<file path="config.mk">
export PLATFORM = sky130hd
export DESIGN_NAME = mmult_operand_loader
export DESIGN_NICKNAME = d
export VERILOG_FILES = /design/src/rtl/mmult_operand_loader.sv
export SDC_FILE = /design/constraint.sdc
export NUM_CORES = 1
export LEC_CHECK = 0
export ABC_AREA = 1
export ABC_CLOCK_PERIOD_IN_PS = 8800
export BUFFER_PORTS_ARGS = -buffer_cell sky130_fd_sc_hd__buf_2
export CAP_MARGIN = 20
export CELL_PAD_IN_SITES_DETAIL_PLACEMENT = 0
export CELL_PAD_IN_SITES_GLOBAL_PLACEMENT = 1
export CORE_MARGIN = 2
export CORE_UTILIZATION = 36
export DETAILED_ROUTE_END_ITERATION = 12
export PLACE_DENSITY_LB_ADDON = 0.08
export SKIP_CTS_REPAIR_TIMING = 1
export SYNTH_ARGS = -nofsm -noshare
export SYNTH_HDL_FRONTEND = slang
export SYNTH_SLANG_ARGS = --single-unit
</file>
<file path="constraint.sdc">
create_clock -name clk -period 8.8 [get_ports clk]
set_clock_uncertainty 0.05 [all_clocks]
set_input_delay 0.44 -clock clk [delete_from_list [all_inputs] [get_ports clk]]
set_output_delay 0.44 -clock clk [all_outputs]
set_load 0.02 [all_outputs]
</file>
<file path="src/rtl/mmult_operand_loader.sv">
// Serial-to-parallel operand loader feeding the 3x3 matrix multiplier.
// Define MMULT_LOADER_B_COLMAJOR_EN to accept operand B beats column-major.
module mmult_operand_loader #(
  parameter int DATA_W = 18,
  parameter int N      = 3
) (
  input  logic                     clk,
  input  logic                     reset,
  input  logic [DATA_W-1:0]        in_data,
  input  logic                     in_valid,
  input  logic                     in_last,
  output logic                     in_ready,
  output logic [DATA_W*N*N-1:0]    AI,
  output logic [DATA_W*N*N-1:0]    BI,
  output logic                     out_valid,
  input  logic                     out_ready,
  output logic                     err
);

  localparam int NN = N * N;
  localparam int IW = (NN > 1) ? $clog2(NN) : 1;
  localparam logic [IW-1:0] LAST = IW'(NN - 1);

  typedef enum logic [1:0] {
    LOAD_A,
    LOAD_B,
    FULL
  } state_t;

  state_t        state;
  logic [IW-1:0] idx;
  logic [IW-1:0] bslot;
  logic          xfer;
  logic          at_end;
  logic          exp_last;

  assign in_ready = (state != FULL);
  assign xfer     = in_valid && in_ready;
  assign at_end   = (idx == LAST);
  assign exp_last = (state == LOAD_B) && at_end;

`ifdef MMULT_LOADER_B_COLMAJOR_EN
  // beat k lands on row (k mod N), column (k div N)
  assign bslot = IW'((int'(idx) % N) * N + int'(idx) / N);
`else
  assign bslot = idx;
`endif

  always_ff @(posedge clk or posedge reset) begin
    if (reset) begin
      state     <= LOAD_A;
      idx       <= '0;
      AI        <= '0;
      BI        <= '0;
      out_valid <= 1'b0;
      err       <= 1'b0;
    end else begin
      if (xfer && (in_last != exp_last))
        err <= 1'b1;
      unique case (state)
        LOAD_A: begin
          if (xfer) begin
            AI[int'(idx)*DATA_W +: DATA_W] <= in_data;
            if (at_end) begin
              idx   <= '0;
              state <= LOAD_B;
            end else begin
              idx <= idx + 1'b1;
            end
          end
        end
        LOAD_B: begin
          if (xfer) begin
            BI[int'(bslot)*DATA_W +: DATA_W] <= in_data;
            if (at_end) begin
              idx       <= '0;
              state     <= FULL;
              out_valid <= 1'b1;
            end else begin
              idx <= idx + 1'b1;
            end
          end
        end
        FULL: begin
          if (out_ready) begin
            out_valid <= 1'b0;
            state     <= LOAD_A;
          end
        end
        default: state <= LOAD_A;
      endcase
    end
  end

endmodule
</file>
* After elaboration in Yosys (flattened, before gate mapping)
Cells that the tools add are included.
** Operators by class
- Add/subtract/negate cells :: 2
- $mul :: 1
- Div/mod/pow operators :: 0
- Magnitude comparators :: 0
- Equal/unequal tests :: 10
- Shift operators :: 2
- Mux-type cells :: 13
- Bitwise logic cells :: 0
- Reductions and logical operators :: 11
** Operators by type and width (number)
- $bwmux 162 :: 2
- $shift 18x33->162 const A :: 1
- $shiftx 18x33->162 :: 1
- $neg 9->33 :: 1
- $ne 2x2->1 const B :: 6
- $mux 2 :: 5
- $mul 4x4->8 const B :: 1
- $pmux 2 s3 :: 1
- $reduce_and 2->1 :: 3
- $reduce_and 5->1 :: 1
- $add 4x1->4 const B :: 1
- $eq 4x4->1 const B :: 1
- $mux 4 :: 1
- $reduce_and 4->1 :: 1
- $logic_and 1x1->1 :: 3
- $mux 1 :: 3
- $eq 2x1->1 const B :: 1
- $eq 2x2->1 const B :: 1
- $logic_not 2->1 :: 1
- $pmux 1 s2 :: 1
- $reduce_bool 2->1 :: 1
- $reduce_or 2->1 :: 1
- $ne 1x1->1 :: 1
** Storage, ports and cells
- Flip-flop bits (word level) :: 332
- Latch bits :: 0
- Memory bits (writable) :: 0
- Memory bits (read-only) :: 0
- Word-level logic and storage cells :: 45
- Memories :: 0

* Logic depth before layout (Yosys ltp)
Gate-level depths: netlist of the first run.
- Depth in word-level cells :: 4
- Mapped depth :: 21

* Worst setup path after synthesis of the first run
OpenSTA, ideal clock, no wires.
- Path type :: flip-flop to flip-flop
- From :: register idx[3], in the netlist bslot[3]
- To :: register BI[97]
- Setup time :: 0.124 ns
- Data arrival time :: 3.163 ns
- Setup slack :: 5.463 ns
- Stages on the path, launching flop included :: 19
- Path buffers :: 2
- Path through :: dfrtp_1 ha_1 ha_1 ha_1 xnor2_1 nand2_1 nor2_2 ha_1 buf_2 clkinv_1 nor2_4 inv_4 nor2_8 inv_2 buf_2 nor3_1 inv_1 nand2_1 o21ai_1
** On the way
- Word-level cells in the longest chain between the ends :: 4
- Elaborated cells on any way between the ends :: 5
- Classes of those cells :: 1 x add/sub; 1 x mul; 2 x shift; 1 x mux
** Ends and longest elaborated chain
- start: declaration :: line 31 : logic [IW-1:0] idx;
- start signal: assignment :: line 68 : idx <= idx + 1'b1;
- start signal: assignment :: line 80 : idx <= idx + 1'b1;
- $mul 4x4->8 (*) :: line 74 : BI[int'(bslot)*DATA_W +: DATA_W] <= in_data;
- $neg 9->33 (*) :: line 74
- $shiftx 18x33->162 or $shift 18x33->162 (tied branches) :: line 74
- $bwmux 162 (*) :: line 74
- end signal: indexed assignment :: line 74
- end: declaration :: line 14 : output logic [DATA_W*N*N-1:0] BI,
Every way passes the cells marked *; elsewhere a longest branch is shown, timed or not.
A chain may end at the register's enable or synchronous reset.

* Worst setup path after layout of the first run
- From :: register idx[0], in the netlist bslot[0]
- To :: register BI[136]
The elaborated chain is that of the path after synthesis.

==> results of run 1 <==
==> critical path, cell delays in order, from the launching register on <==
cell      delay, ns
dfrtp_1        0.36
buf_4          0.24
ha_1           0.24
ha_1           0.20
ha_1           0.22
xnor2_1        0.28
nand2_1        0.15
nor2_2         0.24
ha_1           0.54
clkinv_1       0.46
nor2_4         0.38
inv_4          0.15
nor2_8         0.29
buf_4          0.46
inv_2          0.38
o21ai_1        0.29
nand2_1        0.13
nand2_1        0.11
o21ai_1        0.06
==> cells in the final DEF (no fill, tap or decap), drive strengths merged <==
cell,instances
nand2,802
buf,368
dfrtp,332
o21ai,320
nand3,216
nor2,138
inv,132
clkbuf,59
nand4,43
a21oi,29
nor3,20
o22ai,13
o31ai,8
clkinv,7
ha,6
a21boi,5
and2,5
o211ai,4
xnor2,2
or2,2
bufinv,2
xor2,1
a21o,1
a211oi,1
a22oi,1
o2111ai,1
nor4,1
o41ai,1
clkinvlp,1
a31oi,1
a311oi,1
o21bai,1
o32ai,1
dlygate4sd3,1
==> how the worst min path moves through the flow <==
| stage | slack, ns | cells after the start | end |
|---|---|---|---|
| after floorplan | 0.48 | 1 | out_valid$_DFFE_PP0P_ |
| after global placement | 0.41 | 2 | AI[71]$_DFFE_PP0P_ |
| after detailed placement | 0.41 | 2 | AI[71]$_DFFE_PP0P_ |
| after CTS | -0.008 | 2 | out_valid$_DFFE_PP0P_ |
| after global routing | 0.009 | 2 | out_valid$_DFFE_PP0P_ |
| final | 0.02 | 2 | out_valid$_DFFE_PP0P_ |
==> logic make-up after synthesis <==
| family | count (synthesis) |
|---|---|
| fa+ha+maj | 6 |
| compound gates | 388 |
| flops | 332 |
| simple gates | 1227 |
| buf+inv | 226 |
| xor+xnor | 3 |
==> registers in the layout, indices dropped and copies added, names as in the netlist <==
name and flops:
BI 162, AI 162, bslot 4, err 1
state 2, out_valid 1
==> metrics by stage <==
stage	util [%]	hold WS [ns]	cells
3_3_place_gp	41.6	0.406	3059
3_5_place_dp	41.6	0.406	3059
2_1_floorplan	-	0.476	2182
4_1_cts	44.4	-0.00801	3124
6_report	44.5	0.0163	3126
5_1_grt	44.5	0.00868	3126
==> per-layer routing <==
| layer | track usage, % | routed length (um) | part of all wire [%] | up-vias |
|---|---|---|---|---|
| li1 | - | - | - | 7825 |
| met1 | 36.3 | 28400 | 43 | 7892 |
| met2 | 44.3 | 31200 | 47 | 627 |
| met3 | 5.02 | 4320 | 6.5 | 115 |
| met4 | 10.2 | 2310 | 3.5 | 0 |
| met5 | 0 | 0 | 0 | - |
==> final cells by class <==
class	instances	area share, %
Clock buffer	59	5.73
Clock inverter	6	0.593
Inverter	136	2.58
Multi-Input combinational cell	1624	36.9
Sequential cell	332	41.0
Tap cell	600	3.70
Timing Repair Buffer	369	9.50
==> metrics.md, run 1 <==
| Metric | Value |
|---|---|
| R2R setup slack | 3.39 ns |
| Async S/R FF share, synth | 100% |
| RSZ-0062 raised after global routing | no |
| ANT nets after route | 0 |
| I/O Buffers | 349 |
| CTS Sinks | 332 |
| Total track usage | 27.3% |
| Area share of the largest cell type after synthesis | approximately half |
| Worst flop-to-flop path startpoint | bslot[0]$_DFFE_PP0P_ |
| Setup TNS | 0 ns |
| Max transition margin | 26.6% |
| R2r endpoint | BI[136]$_DFFE_PP0P_ |
| Core ar. | 45600 sq um |
| Final hold viol count | 0 |
| Clock buffer depth | 3 |
| Period minus WS final | around 5.4 ns |
| Ports | 350 |
| Synth Cell Area | around 17000 sq um |
| Post-synth top flop | dfrtp_1 |
| Vert. Die Dim | 219 um |
| First-pass GRT wire length | between 90 and 100 mm |
| Post-Synthesis Cells | 2182 |
| Max_cap viols | 0 |
| Synth top cells by count | nand2_1 (790), dfrtp_1 (332), nand3_1 (215), o21ai_0 (210), inv_1 (113) |
| Synth Area in Compound Gates | 12.4% |
| Antenna cell count | 0 |
| Initial Utilization | 36.7% |
| Overflow after GRT | 0 |
| Critical Path Sink | BI[136]$_DFFE_PP0P_ |
| Hold Crit Class | input pin to register |
| Avg Inst Size Synth | between 7 and 8 sq um |
| Num CTS Buffers | 39 |
| FILL cells | roughly 4600 |
| Crit path launch | bslot[0]$_DFFE_PP0P_ |
| Top-count cell post-synth | nand2_1 |
| Final setup fails | 0 |
| CP required | just over 9 ns |
| Area grow syn2layout | 21.3% |
| CP Capture Type | register |
| Post-synth EDFFs | 0 |
| Initial antenna violation count | 0 |
| Distinct cell type count after synthesis | 50 |
| Fmax achieved | about 180 MHz |
| Outcome | finished, final reports clean |
| FP Rows | 78 |
| Register area | a little over 8000 sq um |
| Fraction of layout cells with a size suffix above 1 | around 20% |
| Die area | a little under 50000 sq um |
| Critical path fanouts, max | 30 |
| Vias in the first global route | 15900 |
| Hold path start | out_ready |
| Main combinational cell family by area after synthesis | simple AND/OR/NAND/NOR gates |
| Routed wire per std cell | around 21 um |
| Post-Synth Simple-Gate Area | between 30% and 40% |
| CP Class | register to register |
| R2R depth | 18 |
| DRC Markers | 0 |
| Die width | 219 um |
| Area leader, netlist | dfrtp_1 |
| WL final | 66.2 mm |
| Clock slew at reported path FFs | roughly 0.06 ns |
| Drt via density | 5.27 |
| Root Driver | clkbuf_16 |
| Iteration-0 DRC Markers | 1558 |
| Tightest Pin Transition | 1.09 ns |
| Synthesized flop and latch total | 332 |
| Synth warn | 0 |
| H-Tree Depth | 2 |
| Final worst slack | 3.39 ns |
| Nets@finish | 2531 |
| Launching element type of the critical path | register |
| Largest net degree at the start of global routing | ~150 |
| Area of the multi-input gates | 7480 sq um |
| Via Count | between 15000 and 20000 |
| Post-Synth Adder-Cell Area | 0.449% |
| Part of the Yosys area used for sequential elements | 49.7% |
| Area contributors post-synth | dfrtp_1 (50%), nand2_1 (18%), nand3_1 (6.4%), o21ai_0 (6.3%), o21ai_1 (3.2%) |
| Ratio of final minimum period to clock period | roughly three fifths |
| Routability cong. | 0.935 |
| DPL Wire Length | 49.1 mm |
| Multiplexer share of the synthesized area | 0% |
| CTS tree | yes |
| Placed inst area | 19000 sq um |
| Syn_nets | 2211 |
| Non-Filler Cell Area, Final | 20300 sq um |
| Post-place setup slack | 3.46 ns |
| Arrival @ worst endpoint | 5.81 ns |
| Pre-antenna DRT Iters | 6 |
| Slew Viols, Final | 0 |
| Clock latency on the worst-skew pair | 0.56 ns |
| Post-synthesis xor/xnor area fraction | less than 1% |
Power of run 1 is left out: the tool's default activity adds up to more than one toggle a clock period on the data nets, which glitch-free logic cannot reach.
==> run 2, diff against run 1 <==
- ABC_CLOCK_PERIOD_IN_PS: 8800 -> 5650
- CORE_UTILIZATION: 36 -> 40
- clock period: 8.8 -> 5.65 ns (I/O delays scaled with it)
==> metrics.md, run 2 (synthesis gave the netlist of run 1 again) <==
| Metric | Value |
|---|---|
| Delay-heaviest family, CP | simple AND/OR/NAND/NOR gates (was buffers and inverters) |
| FP Rows | 74 (was 78) |
| Fraction of layout cells with a size suffix above 1 | 20.1% (was 20.0%) |
| Vias in the first global route | 15900 (about the same) |
| Sum of buffers and inverters on the critical path | 4 (was 5) |
| Die area | 43400 sq um (was 48200 sq um) |
| Final setup fails | 0 (unchanged) |
| Ports | 350 (unchanged) |
| Die width | 208 um (was 219 um) |
| Antenna cell count | 0 (unchanged) |
| Max transition margin | 34.4% (was 26.6%) |
| DPL Wire Length | 48.0 mm (was 49.1 mm) |
| I/O Buffers | 349 (unchanged) |
| RSZ-0062 raised after global routing | no (unchanged) |
| CP Class | register to register (unchanged) |
| Crit-path slowest cell | buf_4 (was ha_1) |
| Max_cap viols | 0 (unchanged) |
| Clock slew at reported path FFs | 0.06 ns (about the same) |
| Core ar. | 41000 sq um (was 45600 sq um) |
| Setup TNS | 0 ns (unchanged) |
| Drt via density | 5.38 (was 5.27) |
| Hold Slack | 0.290 ns (was 0.0163 ns) |
| Pre-antenna DRT Iters | 5 (was 6) |
| FILL cells | 4132 (was 4612) |
| Commonest cells after routing, fill and taps aside | nand2_1 (790), buf_2 (349), dfrtp_1 (332) (unchanged) |
| Nets@finish | 2541 (was 2531) |
| Launching element type of the critical path | register (unchanged) |
| Post-place setup slack | 1.19 ns (was 3.46 ns) |
| CP Capture Type | register (unchanged) |
| Overflow after GRT | 0 (unchanged) |
| Initial Utilization | 40.7% (was 36.7%) |
| WL final | 64.8 mm (was 66.2 mm) |
| Slew Viols, Final | 0 (unchanged) |
| Initial antenna violation count | 0 (unchanged) |
| Total track usage | 29.6% (was 27.3%) |
| Vert. Die Dim | 208 um (was 219 um) |
| CP Cell Sequence | ha_1 -> ha_1 -> ha_1 -> xnor2_1 -> nand2_1 -> nor2_2 -> ha_1 -> buf_4 -> clkinv_1 -> nor2_4 -> inv_4 -> nor2_8 -> buf_4 -> nand3_1 -> o21ai_2 -> nand2_1 -> nand2_1 -> o21ai_1 (was buf_4 -> ha_1 -> ha_1 -> ha_1 -> xnor2_1 -> nand2_1 -> nor2_2 -> ha_1 -> clkinv_1 -> nor2_4 -> inv_4 -> nor2_8 -> buf_4 -> inv_2 -> o21ai_1 -> nand2_1 -> nand2_1 -> o21ai_1) |
| CTS Sinks | 332 (unchanged) |
| Critical path fanouts, max | 30 (unchanged) |
| Routability cong. | 0.981 (was 0.935) |
| Clock latency on the worst-skew pair | 0.55 ns (was 0.56 ns) |
| Via Count | 16500 (about the same) |
| Outcome | finished, final reports clean (unchanged) |
| Area grow syn2layout | 20.7% (was 21.3%) |
| Iteration-0 DRC Markers | 1542 (was 1558) |
| Clock buffer depth | 3 (unchanged) |
| Largest net degree at the start of global routing | 155 (was 149) |
| Root Driver | clkbuf_16 (unchanged) |
| Tightest Pin Transition | 0.973 ns (was 1.09 ns) |
| Routed wire per std cell | 21.1 um (was 21.2 um) |
| CP required | 6.03 ns (was 9.20 ns) |
| Fmax achieved | 222 MHz (was 185 MHz) |
| Final hold viol count | 0 (unchanged) |
| DRC Markers | 0 (unchanged) |
| CTS tree | yes (unchanged) |
| Layout Utilization | 49.2% (was 44.5%) |
| Period minus WS final | 4.50 ns (was 5.41 ns) |
| First-pass GRT wire length | 98.7 mm (was 98.4 mm) |
| Ratio of final minimum period to clock period | 79.7% (was 61.5%) |
| ANT nets after route | 0 (unchanged) |
| Final worst slack | 1.15 ns (was 3.39 ns) |
| Max incr delay on CP | 0.48 ns (was 0.54 ns) |
| Num CTS Buffers | 39 (unchanged) |
| Most common cell after layout, fill and taps aside | nand2_1 (unchanged) |
| Arrival @ worst endpoint | 4.89 ns (was 5.81 ns) |
| H-Tree Depth | 2 (unchanged) |
| Hold Crit Class | input pin to register (unchanged) |
| Cell mode on critical path | ha_1 (unchanged) |
## run 2: per-stage QoR
stage	instance area, sq um	std cells
floorplan	16700	2182
global placement	18900	2999
detailed placement	18900	2999
CTS	20100	3064
global route	20200	3068
finish	20200	3068
## run 2: worst register-to-register path, stage by stage (launching register included)
cell	delay [ns]
dfrtp_1	0.45
ha_1	0.22
ha_1	0.20
ha_1	0.22
xnor2_1	0.29
nand2_1	0.15
nor2_2	0.23
ha_1	0.15
buf_4	0.21
clkinv_1	0.33
nor2_4	0.37
inv_4	0.16
nor2_8	0.26
buf_4	0.48
nand3_1	0.18
o21ai_2	0.13
nand2_1	0.12
nand2_1	0.11
o21ai_1	0.06
## run 2: final timing paths
| kind | from | endpoint | slack, ns | depth (start not counted) |
|---|---|---|---|---|
| max in group asynchronous | reset | AI[69]$_DFFE_PP0P_ | 3.86 | 5 |
| hold reg to reg | BI[109]$_DFFE_PP0P_ | BI[109]$_DFFE_PP0P_ | 0.42 | 2 |
| hold / removal | in_data[16] | AI[16]$_DFFE_PP0P_ | 0.29 | 7 |
| setup reg to reg | bslot[3]$_DFFE_PP0P_ | BI[79]$_DFFE_PP0P_ | 1.15 | 18 |
| min in group asynchronous | reset | AI[27]$_DFFE_PP0P_ | 0.39 | 4 |
| setup / recovery | bslot[3]$_DFFE_PP0P_ | BI[79]$_DFFE_PP0P_ | 1.15 | 18 |
## run 2: layout make-up
cell class / instances / area, sq um / area share [%]
sequential: 332 / 8310 / 41.2
multi-input combinational: 1624 / 7480 / 37.1
timing repair buffer: 379 / 2010 / 9.95
clock buffer: 58 / 1140 / 5.65
tap: 532 / 666 / 3.30
inverter: 136 / 522 / 2.59
clock inverter: 7 / 52.6 / 0.261
## run 2: layer usage
layer | global-route usage, % | vias up | share of wire (%)
li1 | - | 7852 | -
met1 | 40.2 | 7933 | 44
met2 | 48.4 | 629 | 47
met3 | 4.54 | 104 | 6.2
met4 | 10.2 | 0 | 3.2
met5 | 0 | - | 0
Power of run 2 is left out for the same reason.
==> run 3, diff against run 2 <==
- ABC_CLOCK_PERIOD_IN_PS: 5650 -> 3600
- CORE_UTILIZATION: 40 -> 36
- clock period: 5.65 -> 3.6 ns (I/O delays scaled with it)
==> metrics.md, run 3 (synthesis gave the netlist of run 1 again) <==
| Metric | Value |
|---|---|
| Outcome | finished, final reports clean (unchanged) |
| Max transition margin | 46.8% (was 34.4%) |
| Commonest cells after routing, fill and taps aside | nand2_1 (790), buf_2 (349), dfrtp_1 (332) (unchanged) |
| Hold Slack | 0.107 ns (was 0.290 ns) |
| Num CTS Buffers | 39 (unchanged) |
| H-Tree Depth | 2 (unchanged) |
| Via Count | 16600 (was 16500) |
| Launching element type of the critical path | register (unchanged) |
| Fmax achieved | 294 MHz (was 222 MHz) |
| Fraction of layout cells with a size suffix above 1 | 21.8% (was 20.1%) |
| Initial antenna violation count | 0 (unchanged) |
| Final hold viol count | 0 (unchanged) |
| CP required | 3.99 ns (was 6.03 ns) |
| Routed wire per std cell | 21.6 um (was 21.1 um) |
| Slew Viols, Final | 0 (unchanged) |
| ANT nets after route | 0 (unchanged) |
| Area grow syn2layout | 24.1% (was 20.7%) |
| Clock slew at reported path FFs | 0.06 ns (about the same) |
| First-pass GRT wire length | 102 mm (was 98.7 mm) |
| Routability cong. | 0.970 (was 0.981) |
| Arrival @ worst endpoint | 3.79 ns (was 4.89 ns) |
| DRC Markers | 0 (unchanged) |
| DPL Wire Length | 51.6 mm (was 48.0 mm) |
| Most common cell after layout, fill and taps aside | nand2_1 (unchanged) |
| Core ar. | 45600 sq um (was 41000 sq um) |
| Period minus WS final | 3.40 ns (was 4.50 ns) |
| Root Driver | clkbuf_16 (unchanged) |
| Drt via density | 5.23 (was 5.38) |
| Pre-antenna DRT Iters | 5 (unchanged) |
| Area of the multi-input gates | 7500 sq um (was 7480 sq um) |
| Antenna cell count | 0 (unchanged) |
| Tightest Pin Transition | 0.789 ns (was 0.973 ns) |
| Nets@finish | 2579 (was 2541) |
| Total track usage | 28.4% (was 29.6%) |
| CTS Sinks | 332 (unchanged) |
| Max_cap viols | 0 (unchanged) |
| Largest net degree at the start of global routing | 133 (was 155) |
| WL final | 68.6 mm (was 64.8 mm) |
| CTS tree | yes (unchanged) |
| Die area | 48200 sq um (was 43400 sq um) |
| Die width | 219 um (was 208 um) |
| Overflow after GRT | 0 (unchanged) |
| CP Capture Type | register (unchanged) |
| Initial Utilization | 36.7% (was 40.7%) |
| Ratio of final minimum period to clock period | 94.6% (was 79.7%) |
| Final setup fails | 0 (unchanged) |
| FILL cells | 4657 (was 4132) |
| Register area | 8310 sq um (unchanged) |
| Ports | 350 (unchanged) |
| FP Rows | 78 (was 74) |
| Clock latency on the worst-skew pair | 0.56 ns (was 0.55 ns) |
| I/O Buffers | 349 (unchanged) |
| CP Class | register to register (unchanged) |
| Hold Crit Class | input pin to async pin (was input pin to register) |
| Vias in the first global route | 16200 (was 15900) |
| Iteration-0 DRC Markers | 1243 (was 1542) |
| Critical path fanouts, max | 8 (was 30) |
| Layout Utilization | 45.5% (was 49.2%) |
| Vert. Die Dim | 219 um (was 208 um) |
| Clock buffer depth | 3 (unchanged) |
| RSZ-0062 raised after global routing | no (unchanged) |
[run 3: path summary, 6_finish.rpt]
kind,start,to,slack (ns),depth (start not counted)
max in group asynchronous,reset,BI[145]$_DFFE_PP0P_,2.31,4
min in group clk,in_data[16],AI[16]$_DFFE_PP0P_,0.15,7
min reg2reg,BI[71]$_DFFE_PP0P_,BI[71]$_DFFE_PP0P_,0.42,2
max,bslot[0]$_DFFE_PP0P_,BI[101]$_DFFE_PP0P_,0.20,15
max reg2reg,bslot[0]$_DFFE_PP0P_,BI[101]$_DFFE_PP0P_,0.20,15
min,reset,AI[96]$_DFFE_PP0P_,0.11,3
[run 3: cell type report]
| cell class | count | share of cell area (%) |
|---|---|---|
| Inverter | 136 | 2.52 |
| Clock buffer | 56 | 5.65 |
| Clock inverter | 14 | 0.573 |
| Timing Repair Buffer | 417 | 11.4 |
| Sequential cell | 332 | 40.1 |
| Multi-Input combinational cell | 1624 | 36.2 |
| Tap cell | 600 | 3.62 |
[run 3: worst max-delay path, stage by stage (launching register included)]
cell and delay, ns:
dfrtp_1 0.40, ha_1 0.20, ha_1 0.19, ha_1 0.23
xnor2_2 0.17, nand2_1 0.11, nor2_2 0.06, ha_1 0.21
inv_1 0.08, nand2_2 0.06, nor2_4 0.31, nand3_1 0.21
o21ai_1 0.37, nand3_1 0.28, o21ai_0 0.25, nand2_1 0.08
[run 3: per-layer routing]
layer / track usage, % / up-vias / routed length [um] / share of wire [%]
met4: 7.97 / 0 / 1770 / 2.6
li1: - / 7947 / - / -
met3: 3.96 / 94 / 3610 / 5.3
met5: 0 / - / 0 / 0
met1: 38.0 / 8034 / 30200 / 44
met2: 48.0 / 545 / 33100 / 48
[run 3: per-stage QoR]
stage | worst slack [ns] | cells | instance area, sq um | setup TNS (ns)
floorplan | -1.06 | 2182 | 16700 | -353.46
global placement | 0.0486 | 3104 | 19400 | 0
detailed placement | 0.00212 | 3104 | 19400 | 0
CTS | -0.00296 | 3174 | 20700 | -0.00589
global route | 0.0192 | 3179 | 20700 | 0
finish | 0.196 | 3179 | 20700 | 0
Power of run 3 is left out for the same reason.
